[src/rtl/fhe_op_sequencer.sv]
// -----------------------------------------------------------------------------
// fhe_op_sequencer
//
// Purpose:
//   Queues FHE operation commands and walks each one row by row over rows
//   0..DIMENSION. For every row it reads both operand SRAMs, pulses the
//   compute unit, and writes the result SRAM as the opcode requires:
//     ADD     : sum of the operand words written in EXEC, one write per row
//     MULT    : compute-unit result written in a WRITE cycle, one per row
//     ENC/DEC : a single write of the compute-unit result after the last row
//
// Ports:
//   wb_clk_i, wb_rst_i          clock, asynchronous active-high reset
//   cmd_*                       command push interface (valid/ready)
//   op1_*/op2_*                 operand SRAM read ports (1-cycle read latency)
//   unit_*                      compute-unit strobe, opcode, row and result
//   out_*                       result SRAM write port
//   busy, done, cmd_count       status
//
// States:
//   S_IDLE   | wait for a queued command, pop it into the working registers
//   S_READ   | issue operand reads for the current row
//   S_EXEC   | operand data valid; pulse the compute unit (ADD writes here)
//   S_WRITE  | write compute-unit result (MULT every row, ENC/DEC once)
//   S_FINISH | one-cycle done pulse
// -----------------------------------------------------------------------------
module fhe_op_sequencer #(
    parameter int CIPHERTEXT_WIDTH = 10,
    parameter int DIMENSION        = 10,
    parameter int ADDR_WIDTH       = 10,
    parameter int DIM_WIDTH        = 4,
    parameter int CMD_DEPTH        = 4
) (
    input  logic                          wb_clk_i,
    input  logic                          wb_rst_i,

    input  logic                          cmd_valid,
    output logic                          cmd_ready,
    input  logic [1:0]                    cmd_opcode,
    input  logic [ADDR_WIDTH-1:0]         cmd_op1_base,
    input  logic [ADDR_WIDTH-1:0]         cmd_op2_base,
    input  logic [ADDR_WIDTH-1:0]         cmd_out_base,

    output logic                          op1_ren,
    output logic                          op2_ren,
    output logic [ADDR_WIDTH-1:0]         op1_radr,
    output logic [ADDR_WIDTH-1:0]         op2_radr,
    input  logic [CIPHERTEXT_WIDTH-1:0]   op1_rdata,
    input  logic [CIPHERTEXT_WIDTH-1:0]   op2_rdata,

    output logic                          unit_en,
    output logic [1:0]                    unit_opcode,
    output logic [DIM_WIDTH-1:0]          unit_row,
    input  logic [CIPHERTEXT_WIDTH-1:0]   unit_result,

    output logic                          out_wen,
    output logic [ADDR_WIDTH-1:0]         out_wadr,
    output logic [CIPHERTEXT_WIDTH-1:0]   out_wdata,

    output logic                          busy,
    output logic                          done,
    output logic [$clog2(CMD_DEPTH):0]    cmd_count
);

    localparam int PTR_W   = $clog2(CMD_DEPTH);
    localparam int CNT_W   = PTR_W + 1;
    localparam int ENTRY_W = 2 + 3 * ADDR_WIDTH;

    localparam logic [1:0] OP_ENC  = 2'b00;
    localparam logic [1:0] OP_DEC  = 2'b01;
    localparam logic [1:0] OP_ADD  = 2'b10;
    localparam logic [1:0] OP_MULT = 2'b11;

    localparam logic [DIM_WIDTH-1:0] LAST_ROW = DIM_WIDTH'(DIMENSION);

    typedef enum logic [2:0] {
        S_IDLE,
        S_READ,
        S_EXEC,
        S_WRITE,
        S_FINISH
    } state_t;

    // ---------------------------------------------------------------- queue
    logic [ENTRY_W-1:0] r_fifo [CMD_DEPTH];
    logic [PTR_W-1:0]   r_wptr;
    logic [PTR_W-1:0]   r_rptr;
    logic [CNT_W-1:0]   r_count;

    state_t             r_state;

    logic               w_ready;
    logic               w_push;
    logic               w_pop;
    logic [ENTRY_W-1:0] w_head;

    // Ready depends only on the registered count, so a pop in the same cycle
    // never opens a slot early.
    assign w_ready = (r_count < CNT_W'(CMD_DEPTH));
    assign w_push  = cmd_valid && w_ready;
    assign w_pop   = (r_state == S_IDLE) && (r_count != '0);
    assign w_head  = r_fifo[r_rptr];

    always_ff @(posedge wb_clk_i) begin
        if (w_push) begin
            r_fifo[r_wptr] <= {cmd_opcode, cmd_op1_base, cmd_op2_base, cmd_out_base};
        end
    end

    always_ff @(posedge wb_clk_i or posedge wb_rst_i) begin
        if (wb_rst_i) begin
            r_wptr  <= '0;
            r_rptr  <= '0;
            r_count <= '0;
        end else begin
            if (w_push) begin
                r_wptr <= r_wptr + 1'b1;
            end
            if (w_pop) begin
                r_rptr <= r_rptr + 1'b1;
            end
            case ({w_push, w_pop})
                2'b10:   r_count <= r_count + 1'b1;
                2'b01:   r_count <= r_count - 1'b1;
                default: r_count <= r_count;
            endcase
        end
    end

    // ------------------------------------------------------------------ FSM
    logic [1:0]            r_opcode;
    logic [ADDR_WIDTH-1:0] r_op1_base;
    logic [ADDR_WIDTH-1:0] r_op2_base;
    logic [ADDR_WIDTH-1:0] r_out_base;
    logic [DIM_WIDTH-1:0]  r_row;

    logic                  r_op1_ren;
    logic                  r_op2_ren;
    logic [ADDR_WIDTH-1:0] r_op1_radr;
    logic [ADDR_WIDTH-1:0] r_op2_radr;
    logic                  r_unit_en;
    logic [1:0]            r_unit_opcode;
    logic [DIM_WIDTH-1:0]  r_unit_row;
    logic                  r_out_wen;
    logic [ADDR_WIDTH-1:0] r_out_wadr;
    logic                  r_done;

    logic                  w_last_row;
    logic [DIM_WIDTH-1:0]  w_next_row;
    logic                  w_advance;

    assign w_last_row = (r_row == LAST_ROW);
    assign w_next_row = r_row + 1'b1;

    // The row's final action is complete: WRITE always, EXEC for ADD, and
    // EXEC for ENC/DEC on every row except the last (which still owes a WRITE).
    assign w_advance = (r_state == S_WRITE) ||
                       ((r_state == S_EXEC) &&
                        ((r_opcode == OP_ADD) ||
                         (((r_opcode == OP_ENC) || (r_opcode == OP_DEC)) && !w_last_row)));

    always_ff @(posedge wb_clk_i or posedge wb_rst_i) begin
        if (wb_rst_i) begin
            r_state       <= S_IDLE;
            r_opcode      <= '0;
            r_op1_base    <= '0;
            r_op2_base    <= '0;
            r_out_base    <= '0;
            r_row         <= '0;
            r_op1_ren     <= 1'b0;
            r_op2_ren     <= 1'b0;
            r_op1_radr    <= '0;
            r_op2_radr    <= '0;
            r_unit_en     <= 1'b0;
            r_unit_opcode <= '0;
            r_unit_row    <= '0;
            r_out_wen     <= 1'b0;
            r_out_wadr    <= '0;
            r_done        <= 1'b0;
        end else begin
            // Strobes and their qualifiers are single-cycle unless re-armed.
            r_op1_ren     <= 1'b0;
            r_op2_ren     <= 1'b0;
            r_op1_radr    <= '0;
            r_op2_radr    <= '0;
            r_unit_en     <= 1'b0;
            r_unit_opcode <= '0;
            r_unit_row    <= '0;
            r_out_wen     <= 1'b0;
            r_out_wadr    <= '0;
            r_done        <= 1'b0;

            case (r_state)
                S_IDLE: begin
                    if (w_pop) begin
                        r_opcode   <= w_head[3*ADDR_WIDTH +: 2];
                        r_op1_base <= w_head[2*ADDR_WIDTH +: ADDR_WIDTH];
                        r_op2_base <= w_head[ADDR_WIDTH +: ADDR_WIDTH];
                        r_out_base <= w_head[0 +: ADDR_WIDTH];
                        r_row      <= '0;
                        r_op1_ren  <= 1'b1;
                        r_op2_ren  <= 1'b1;
                        r_op1_radr <= w_head[2*ADDR_WIDTH +: ADDR_WIDTH];
                        r_op2_radr <= w_head[ADDR_WIDTH +: ADDR_WIDTH];
                        r_state    <= S_READ;
                    end
                end

                S_READ: begin
                    r_unit_en     <= 1'b1;
                    r_unit_row    <= r_row;
                    r_unit_opcode <= r_opcode;
                    if (r_opcode == OP_ADD) begin
                        r_out_wen  <= 1'b1;
                        r_out_wadr <= r_out_base + ADDR_WIDTH'(r_row);
                    end
                    r_state <= S_EXEC;
                end

                S_EXEC: begin
                    if (r_opcode == OP_MULT) begin
                        r_out_wen  <= 1'b1;
                        r_out_wadr <= r_out_base + ADDR_WIDTH'(r_row);
                        r_state    <= S_WRITE;
                    end else if (r_opcode != OP_ADD && w_last_row) begin
                        r_out_wen  <= 1'b1;
                        r_out_wadr <= r_out_base;
                        r_state    <= S_WRITE;
                    end
                end

                S_FINISH: begin
                    r_state <= S_IDLE;
                end

                default: begin
                    r_state <= r_state;
                end
            endcase

            if (w_advance) begin
                if (w_last_row) begin
                    r_done  <= 1'b1;
                    r_state <= S_FINISH;
                end else begin
                    r_row      <= w_next_row;
                    r_op1_ren  <= 1'b1;
                    r_op2_ren  <= 1'b1;
                    r_op1_radr <= r_op1_base + ADDR_WIDTH'(w_next_row);
                    r_op2_radr <= r_op2_base + ADDR_WIDTH'(w_next_row);
                    r_state    <= S_READ;
                end
            end
        end
    end

    // Write data comes straight from the SRAM / compute-unit inputs in the
    // cycle they are valid, so it cannot be registered ahead of time.
    logic [CIPHERTEXT_WIDTH-1:0] w_out_wdata;

    always_comb begin
        w_out_wdata = '0;
        if (r_state == S_EXEC && r_opcode == OP_ADD) begin
            w_out_wdata = op1_rdata + op2_rdata;
        end else if (r_state == S_WRITE) begin
            w_out_wdata = unit_result;
        end
    end

    assign cmd_ready   = w_ready && !wb_rst_i;
    assign cmd_count   = r_count;
    assign busy        = !((r_state == S_IDLE) && (r_count == '0));
    assign done        = r_done;
    assign op1_ren     = r_op1_ren;
    assign op2_ren     = r_op2_ren;
    assign op1_radr    = r_op1_radr;
    assign op2_radr    = r_op2_radr;
    assign unit_en     = r_unit_en;
    assign unit_opcode = r_unit_opcode;
    assign unit_row    = r_unit_row;
    assign out_wen     = r_out_wen;
    assign out_wadr    = r_out_wadr;
    assign out_wdata   = w_out_wdata;

endmodule

[config.mk]
export PLATFORM = sky130hd
export DESIGN_NAME = fhe_op_sequencer
export DESIGN_NICKNAME = d
export VERILOG_FILES = /design/src/rtl/fhe_op_sequencer.sv
export SDC_FILE = /design/constraint.sdc
export NUM_CORES = 1
export LEC_CHECK = 0
export CAP_MARGIN = 20
export CORE_MARGIN = 2
export CORE_UTILIZATION = 47
export CTS_CLUSTER_DIAMETER = 120
export CTS_CLUSTER_SIZE = 28
export DETAILED_ROUTE_END_ITERATION = 12
export PLACE_DENSITY = 0.7
export SYNTH_ARGS = -nofsm -noshare
export SYNTH_HDL_FRONTEND = slang
export SYNTH_SLANG_ARGS = --single-unit
export TNS_END_PERCENT = 20
[constraint.sdc]
create_clock -name wb_clk_i -period 2.8 [get_ports wb_clk_i]
set_input_delay 0.28 -clock wb_clk_i [delete_from_list [all_inputs] [get_ports wb_clk_i]]
set_output_delay 0.28 -clock wb_clk_i [all_outputs]
set_load 0.05 [all_outputs]
Yosys cells after proc, flatten, opt, wreduce, memory -nomap -nowiden
Memory sizes are Yosys's and may differ from the RTL's.
Cells that the tools add are included.
- output and inout port bits: 56
- memories kept: 1
- bits in registers: 86
- bits in writable memories: 128
- reduce and logical (&&, ||, !) cells: 22
- equality and inequality tests: 13
- magnitude comparators: 1
- add/sub/neg operators: 9
- multiplexer cells: 40
- memories (name ; depth ; width ; rd ports ; clocked after Yosys merged registers in ; write ports ; RTL line ; source):
    r_fifo ; 4 ; 32 ; 1 ; 0 ; 1 ; 85 ; logic [ENTRY_W-1:0] r_fifo [CMD_DEPTH];
- operators with widths (cell ; count):
    2-to-1 mux 10 bit ; 13
    adder 10 x 4 -> 10 bit ; 3
    2-to-1 mux 4 bit ; 5
    case mux 10 bit (2 select lines) ; 1
    2-to-1 mux 3 bit ; 5
    2-to-1 mux 1 bit ; 12
    case mux 3 bit (4 select lines) ; 1
    adder 10 bit ; 1
    logical AND 1 bit ; 8
    == test 2 bit (second input constant) ; 3
    == test 3 x 2 -> 1 bit (second input constant) ; 2
    logical NOT 3 bit ; 2
    case mux 3 bit (2 select lines) ; 1
    nonzero test 5 bit ; 1
    adder 2 x 1 -> 2 bit (second input constant) ; 2
    adder 4 x 1 -> 4 bit (second input constant) ; 1
    == test 2 x 1 -> 1 bit (second input constant) ; 2
    == test 4 bit (second input constant) ; 1
    inequality test 4 x 2 -> 1 bit (second input constant) ; 1
    adder 3 x 1 -> 3 bit (second input constant) ; 1
    == test 3 x 1 -> 1 bit (second input constant) ; 1
    == test 3 bit (second input constant) ; 1
    logical NOT 1 bit ; 3
    logical OR 1 bit ; 3
    11 further kinds ; 11

Depth between registers and ports, before layout
Gate-level depths: netlist (run 1).
- depth after elaboration: 8
- depth in mapped cells: 11
- mapped depth without buffers: 10

Least setup slack after synthesis (run 1)
OpenSTA, ideal clock, no wires.
- kind: register -> register
- start: register r_count[2] (netlist: cmd_count[2])
- end: register r_count[2] (netlist: cmd_count[2])
- stages on the path, launching flop included: 12
- required time: 2718 ps
- data arrival time: 2319 ps
- path slack: 398 ps
- path through: dfrtp_1 nor3_1 nor2_1 nand2_1 inv_2 buf_4 ha_1 inv_1 fa_1 xor2_1 nor2_1 xor2_1
- word-level cells in the longest chain between the ends: 4
- elaborated cells between the ends (all ways): 10
- classes of those cells: 2 x add/sub; 1 x order compare; 2 x eq/ne; 1 x mux; 4 x reduce/logical
- ends and longest elaborated chain (what ; RTL line ; source):
    start, declared ; 88 ; logic [CNT_W-1:0] r_count;
    start signal, assigned ; 123 ; 2'b10: r_count <= r_count + 1'b1;
    start signal, assigned ; 124 ; 2'b01: r_count <= r_count - 1'b1;
    start signal, assigned ; 125 ; default: r_count <= r_count;
    less-than comparator 3 bit or nonzero test 3 bit (tied branches) ; 99, 101 ;
    logical AND 1 bit (on tied branches) ; 100, 101 ;
    == test 2 x 1 -> 1 bit or == test 2 bit (tied branches) ; 122 ; case ({w_push, w_pop})
    case mux 3 bit (2 select lines) or nonzero test 2 bit (tied branches) ; - ;
Parallel ways exist; a longest one is shown, timed or not.
A chain may end at the register's enable or synchronous reset.

Worst setup path after layout (run 1)
- start: input port op2_rdata[0]
- end: output port out_wdata[6]
- word-level cells in the longest chain between the ends: 2
- ends and longest elaborated chain (what ; RTL line ; source):
    start, declared ; 49 ; input logic [CIPHERTEXT_WIDTH-1:0] op2_rdata,
    adder 10 bit ; 264 ; w_out_wdata = op1_rdata + op2_rdata;
    2-to-1 mux 10 bit ; 263 ; if (r_state == S_EXEC && r_opcode == OP_ADD) begin
    end, declared ; 58 ; output logic [CIPHERTEXT_WIDTH-1:0] out_wdata,
No other way between the ends.

==> impl_metrics.xml, run 1 <==
<?xml version="1.0" encoding="UTF-8"?>
<metrics>
  <group name="sta">
    <metric name="final_slew_violations" unit="">0</metric>
    <metric name="fmax" unit="MHz">373.0</metric>
    <metric name="setup_ws" unit="ps">118.8</metric>
    <metric name="setup_repair_after_global_routing_missed_its_margin" unit="">no</metric>
    <metric name="worst_clock_skew" unit="ps">24.47</metric>
    <metric name="fin_tns_setup" unit="ps">0</metric>
    <metric name="worst_rel_slew_slack" unit="%">47.16</metric>
    <metric name="final-setup-viol-count" unit="">0</metric>
    <metric name="worst-slew-pin-transition" unit="ps">790.4</metric>
    <metric name="timing.final.crit_share" unit="%">95.76</metric>
    <metric name="min_period" unit="ps">2681</metric>
    <metric name="final_hold_viol_count" unit="">0</metric>
  </group>
  <group name="floorplanning">
    <metric name="ioPinCount" unit="">121</metric>
    <metric name="floorplan.die.width" unit="um">145.0</metric>
    <metric name="floorplan.rows" unit="">51</metric>
    <metric name="design.core.area" unit="um2">19460</metric>
    <metric name="die_y" unit="um">145.0</metric>
    <metric name="floorplan.initialDensity" unit="%">47.98</metric>
    <metric name="die_area" unit="um2">21010</metric>
  </group>
  <group name="synthesis">
    <metric name="flip_flop_and_latch_count_after_synthesis" unit="">214</metric>
    <metric name="synth_edf_count" unit="">128</metric>
    <metric name="synth-async-reset-ratio" unit="%">40.19</metric>
    <metric name="synth_sequential_area_ratio" unit="%">64.21</metric>
    <metric name="synth_fp_nets" unit="">795</metric>
    <metric name="yosysTopAreaCell" unit="">sky130_fd_sc_hd__edfxtp_1</metric>
    <metric name="synth_top_cell_area_share" unit="%">41.16</metric>
    <metric name="netlist-cell-type-count" unit="">51</metric>
    <metric name="post_synth_inst_count" unit="">697</metric>
    <metric name="yosys.cell_count.top_type" unit="">sky130_fd_sc_hd__edfxtp_1</metric>
    <metric name="synthesis.yosys.warnings" unit="">0</metric>
    <metric name="syn_area" unit="um2">9338</metric>
    <metric name="yosys_most_used_dff" unit="">sky130_fd_sc_hd__edfxtp_1</metric>
    <metric name="yosys-top-cells-area" unit="">sky130_fd_sc_hd__edfxtp_1 41%, sky130_fd_sc_hd__dfrtp_1 23%, sky130_fd_sc_hd__nand2_1 3.8%, sky130_fd_sc_hd__ha_1 3.8%, sky130_fd_sc_hd__mux4_2 3.4%</metric>
    <metric name="syn_area_per_cell" unit="um2">13.40</metric>
    <metric name="synthTopCellsByCount" unit="">128 x sky130_fd_sc_hd__edfxtp_1, 95 x sky130_fd_sc_hd__nand2_1, 86 x sky130_fd_sc_hd__dfrtp_1</metric>
  </group>
  <group name="final_layout">
    <metric name="area_growth_syn_to_layout" unit="%">20.47</metric>
    <metric name="multi_input_comb_area" unit="um2">3109</metric>
    <metric name="regArea" unit="um2">5998</metric>
    <metric name="final_layout_size_suffix_gt1_share" unit="%">10.01</metric>
    <metric name="layout.filler_cells" unit="">1557</metric>
    <metric name="nets" unit="">913</metric>
    <metric name="n_diodes" unit="">0</metric>
  </group>
  <group name="drt">
    <metric name="wirelength" unit="um">19190</metric>
    <metric name="antenna_left" unit="">0</metric>
    <metric name="drc_errors" unit="">0</metric>
    <metric name="average_wire_per_standard_cell" unit="um">17.71</metric>
    <metric name="route.vias.total" unit="">5872</metric>
    <metric name="first_iter_violations" unit="">528</metric>
    <metric name="pre_antenna_drt_iters" unit="">5</metric>
    <metric name="post_drt_via_cell_ratio" unit="">5.417</metric>
  </group>
  <group name="worst_setup_path">
    <metric name="cp_slowest_stage_delay" unit="ps">420</metric>
    <metric name="worstSetupEndpointType" unit="">output port</metric>
    <metric name="critical_path.slowest_cell" unit="">sky130_fd_sc_hd__clkdlybuf4s50_1</metric>
    <metric name="reg2regPathDepth" unit="">8</metric>
    <metric name="critical_path.top_delay_family" unit="">compound AO/OA/AOI/OAI gates</metric>
    <metric name="setup.worst_path.class" unit="">in2out</metric>
    <metric name="timing.critical_path.cells" unit="">clkdlybuf4s50_1 -&gt; ha_2 -&gt; fa_2 -&gt; a211oi_4 -&gt; o21ai_0 -&gt; a21oi_1 -&gt; xnor2_1 -&gt; a22o_1 -&gt; buf_12</metric>
    <metric name="worst-path-stages" unit="">9</metric>
    <metric name="required" unit="ps">2520</metric>
    <metric name="setup_crit_start_kind" unit="">input port</metric>
    <metric name="critical_path_buffer_and_inverter_count" unit="">2</metric>
    <metric name="critical_path_arrival" unit="ps">2400</metric>
    <metric name="crit_fanout" unit="">3</metric>
  </group>
  <group name="cts">
    <metric name="cts_tree" unit="">done</metric>
    <metric name="post_cts_buffers" unit="">0</metric>
    <metric name="htree_num_levels" unit="">1</metric>
    <metric name="buffers_from_clock_root_to_sink_at_most" unit="">3</metric>
    <metric name="path_clk_slew" unit="ps">100</metric>
    <metric name="number_of_sinks_driven_by_the_clock_tree" unit="">214</metric>
    <metric name="clock-root-buffer" unit="">sky130_fd_sc_hd__clkbuf_16</metric>
    <metric name="cts-resized-gates" unit="">0</metric>
    <metric name="clk-insertion-delay-late" unit="ps">460</metric>
    <metric name="ctsHoldBuffers" unit="">0</metric>
    <metric name="number_of_clock_buffers_inserted_by_tritoncts" unit="">11</metric>
  </group>
  <group name="run">
    <metric name="timing.max_cap.violations" unit="">0</metric>
  </group>
  <group name="global_routing">
    <metric name="grt_first_pass_wirelength" unit="um">31410</metric>
    <metric name="grt_max_degree" unit="">72</metric>
    <metric name="grt_util_met3" unit="%">2.862</metric>
    <metric name="groute.layer.met2.usage" unit="%">31.90</metric>
    <metric name="grt-ovfl-total" unit="">0</metric>
    <metric name="number_of_antenna_violations_at_the_first_check_in_global_routing" unit="">0</metric>
    <metric name="grt_util_met1" unit="%">24.28</metric>
    <metric name="busiest_layer" unit="">met2</metric>
    <metric name="grt_usage" unit="%">18.23</metric>
    <metric name="grt_pass1_vias" unit="">6082</metric>
  </group>
  <group name="placed_design">
    <metric name="detailedPlace.worstSlack" unit="ps">50.58</metric>
    <metric name="dp_hpwl" unit="um">13270</metric>
    <metric name="io_buffer_count" unit="">120</metric>
    <metric name="gp_routability_congestion" unit="">0.8057</metric>
  </group>
  <group name="run_status">
    <metric name="status" unit="">finished clean</metric>
  </group>
  <group name="power_and_ir_drop">
    <metric name="power.density" unit="nW/um2">994.3</metric>
    <metric name="leak" unit="nW">4.426</metric>
    <metric name="ir_drop" unit="mV">0.4198</metric>
  </group>
  <group name="hold_path">
    <metric name="min-delay-path-class" unit="">in2async</metric>
  </group>
</metrics>
layer usage:
metal	vias to the layer above	part of all wire (%)
met5	-	0
met4	0	1.1
met3	16	5.2
met2	209	50
met1	2890	44
li1	2757	-
power breakdown:
| part | switching, mW | leakage [nW] | internal, mW |
|---|---|---|---|
| Combinational | 2.89 | 2.03 | 1.90 |
| Sequential | 0.583 | 2.25 | 4.14 |
| Clock | 0.923 | 0.148 | 0.749 |
state kept, by name, indices dropped and copies added (netlist names), 3 cells and up:
signal and cells:
op2_radr 10, r_op1_base 10, op1_radr 10, unit_row 4, r_state 3, r_out_base 10
r_row 4, r_op2_base 10, r_fifo 128, out_wadr 10, cmd_count 3
per-stage QoR:
| step | std cells | hold slack, ps | total power, mW | utilization, % | instance area (um2) |
|---|---|---|---|---|---|
| 2_1_floorplan | 697 | 378.9 | 8.046 | - | 9338 |
| 3_3_place_gp | 1067 | 468.1 | 9.367 | 56.16 | 10930 |
| 3_5_place_dp | 1067 | 476.7 | 9.588 | 56.16 | 10930 |
| 4_1_cts | 1084 | 256.8 | 11.26 | 57.72 | 11230 |
| 5_1_grt | 1084 | 303.0 | 11.87 | 57.80 | 11250 |
| 6_report | 1084 | 248.2 | 11.19 | 57.80 | 11250 |
kinds of logic (layout without fill, tap and decap cells):
family | after synthesis | count (layout) | synth area share [%]
fa+ha+maj | 33 | 33 | 4.824
buf+inv | 56 | 178 | 2.653
xor+xnor | 33 | 33 | 3.095
simple gates | 169 | 169 | 8.522
flops | 214 | 214 | 64.21
compound gates | 142 | 142 | 9.219
mux | 50 | 50 | 7.477
layout by cell type (no fill, tap or decap), types with 12 or more instances in the layout:
cell type,netlist,routed
sky130_fd_sc_hd__dfrtp_1,86,84
sky130_fd_sc_hd__nor2_1,15,15
sky130_fd_sc_hd__a21oi_1,17,17
sky130_fd_sc_hd__xnor2_1,15,15
sky130_fd_sc_hd__nand3_1,15,15
sky130_fd_sc_hd__mux2i_1,18,18
sky130_fd_sc_hd__clkdlybuf4s50_1,0,110
sky130_fd_sc_hd__buf_4,4,15
sky130_fd_sc_hd__mux2_2,18,18
sky130_fd_sc_hd__edfxtp_1,128,128
sky130_fd_sc_hd__mux4_2,14,14
sky130_fd_sc_hd__ha_1,28,27
sky130_fd_sc_hd__and3_1,12,12
sky130_fd_sc_hd__o22ai_1,17,17
sky130_fd_sc_hd__xor2_1,18,18
sky130_fd_sc_hd__o21ai_0,61,61
sky130_fd_sc_hd__inv_1,25,24
sky130_fd_sc_hd__nand2_1,95,94
worst paths after layout:
| check | startpoint | endpoint | slack (ps) |
|---|---|---|---|
| max in group asynchronous | wb_rst_i | op1_radr[4] | 1870 |
| min in group wb_clk_i | cmd_out_base[9] | r_fifo[0][9] | 450 |
| setup reg to reg | r_row[0] | op1_radr[6] | 310 |
| setup / recovery | op2_rdata[0] | out_wdata[6] | 120 |
| hold reg to reg | r_op1_base[0] | r_op1_base[0] | 500 |
| hold / removal | wb_rst_i | cmd_count[1] | 250 |
worst register-to-register path: stages (launching register included):
cell and delay (ps):
sky130_fd_sc_hd__dfrtp_1 480, sky130_fd_sc_hd__inv_1 130, sky130_fd_sc_hd__ha_1 390, sky130_fd_sc_hd__fa_1 470
sky130_fd_sc_hd__nand2b_1 200, sky130_fd_sc_hd__a21oi_1 310, sky130_fd_sc_hd__nand2_1 120, sky130_fd_sc_hd__xor2_1 160
sky130_fd_sc_hd__o22ai_1 110
cell type report:
| class | instances | share of cell area (%) |
|---|---|---|
| multi-input combinational | 427 | 27.64 |
| clock inverter | 1 | 0.1001 |
| clock buffer | 16 | 2.614 |
| tap | 265 | 2.947 |
| timing repair buffer | 135 | 12.50 |
| sequential | 214 | 53.32 |
| inverter | 26 | 0.8787 |
(Power assumes the default switching activity.)
==> inputs of run 2 (changes only) <==
--- a/config.mk
+++ b/config.mk
@@ -12,6 +12,7 @@
 export CTS_CLUSTER_SIZE = 28
 export DETAILED_ROUTE_END_ITERATION = 12
 export PLACE_DENSITY = 0.7
+export SKIP_CTS_REPAIR_TIMING = 1
 export SYNTH_ARGS = -nofsm -noshare
 export SYNTH_HDL_FRONTEND = slang
 export SYNTH_SLANG_ARGS = --single-unit
==> results of run 2 <==
No change in the layout: final DEF, timing and power equal those of run 1.
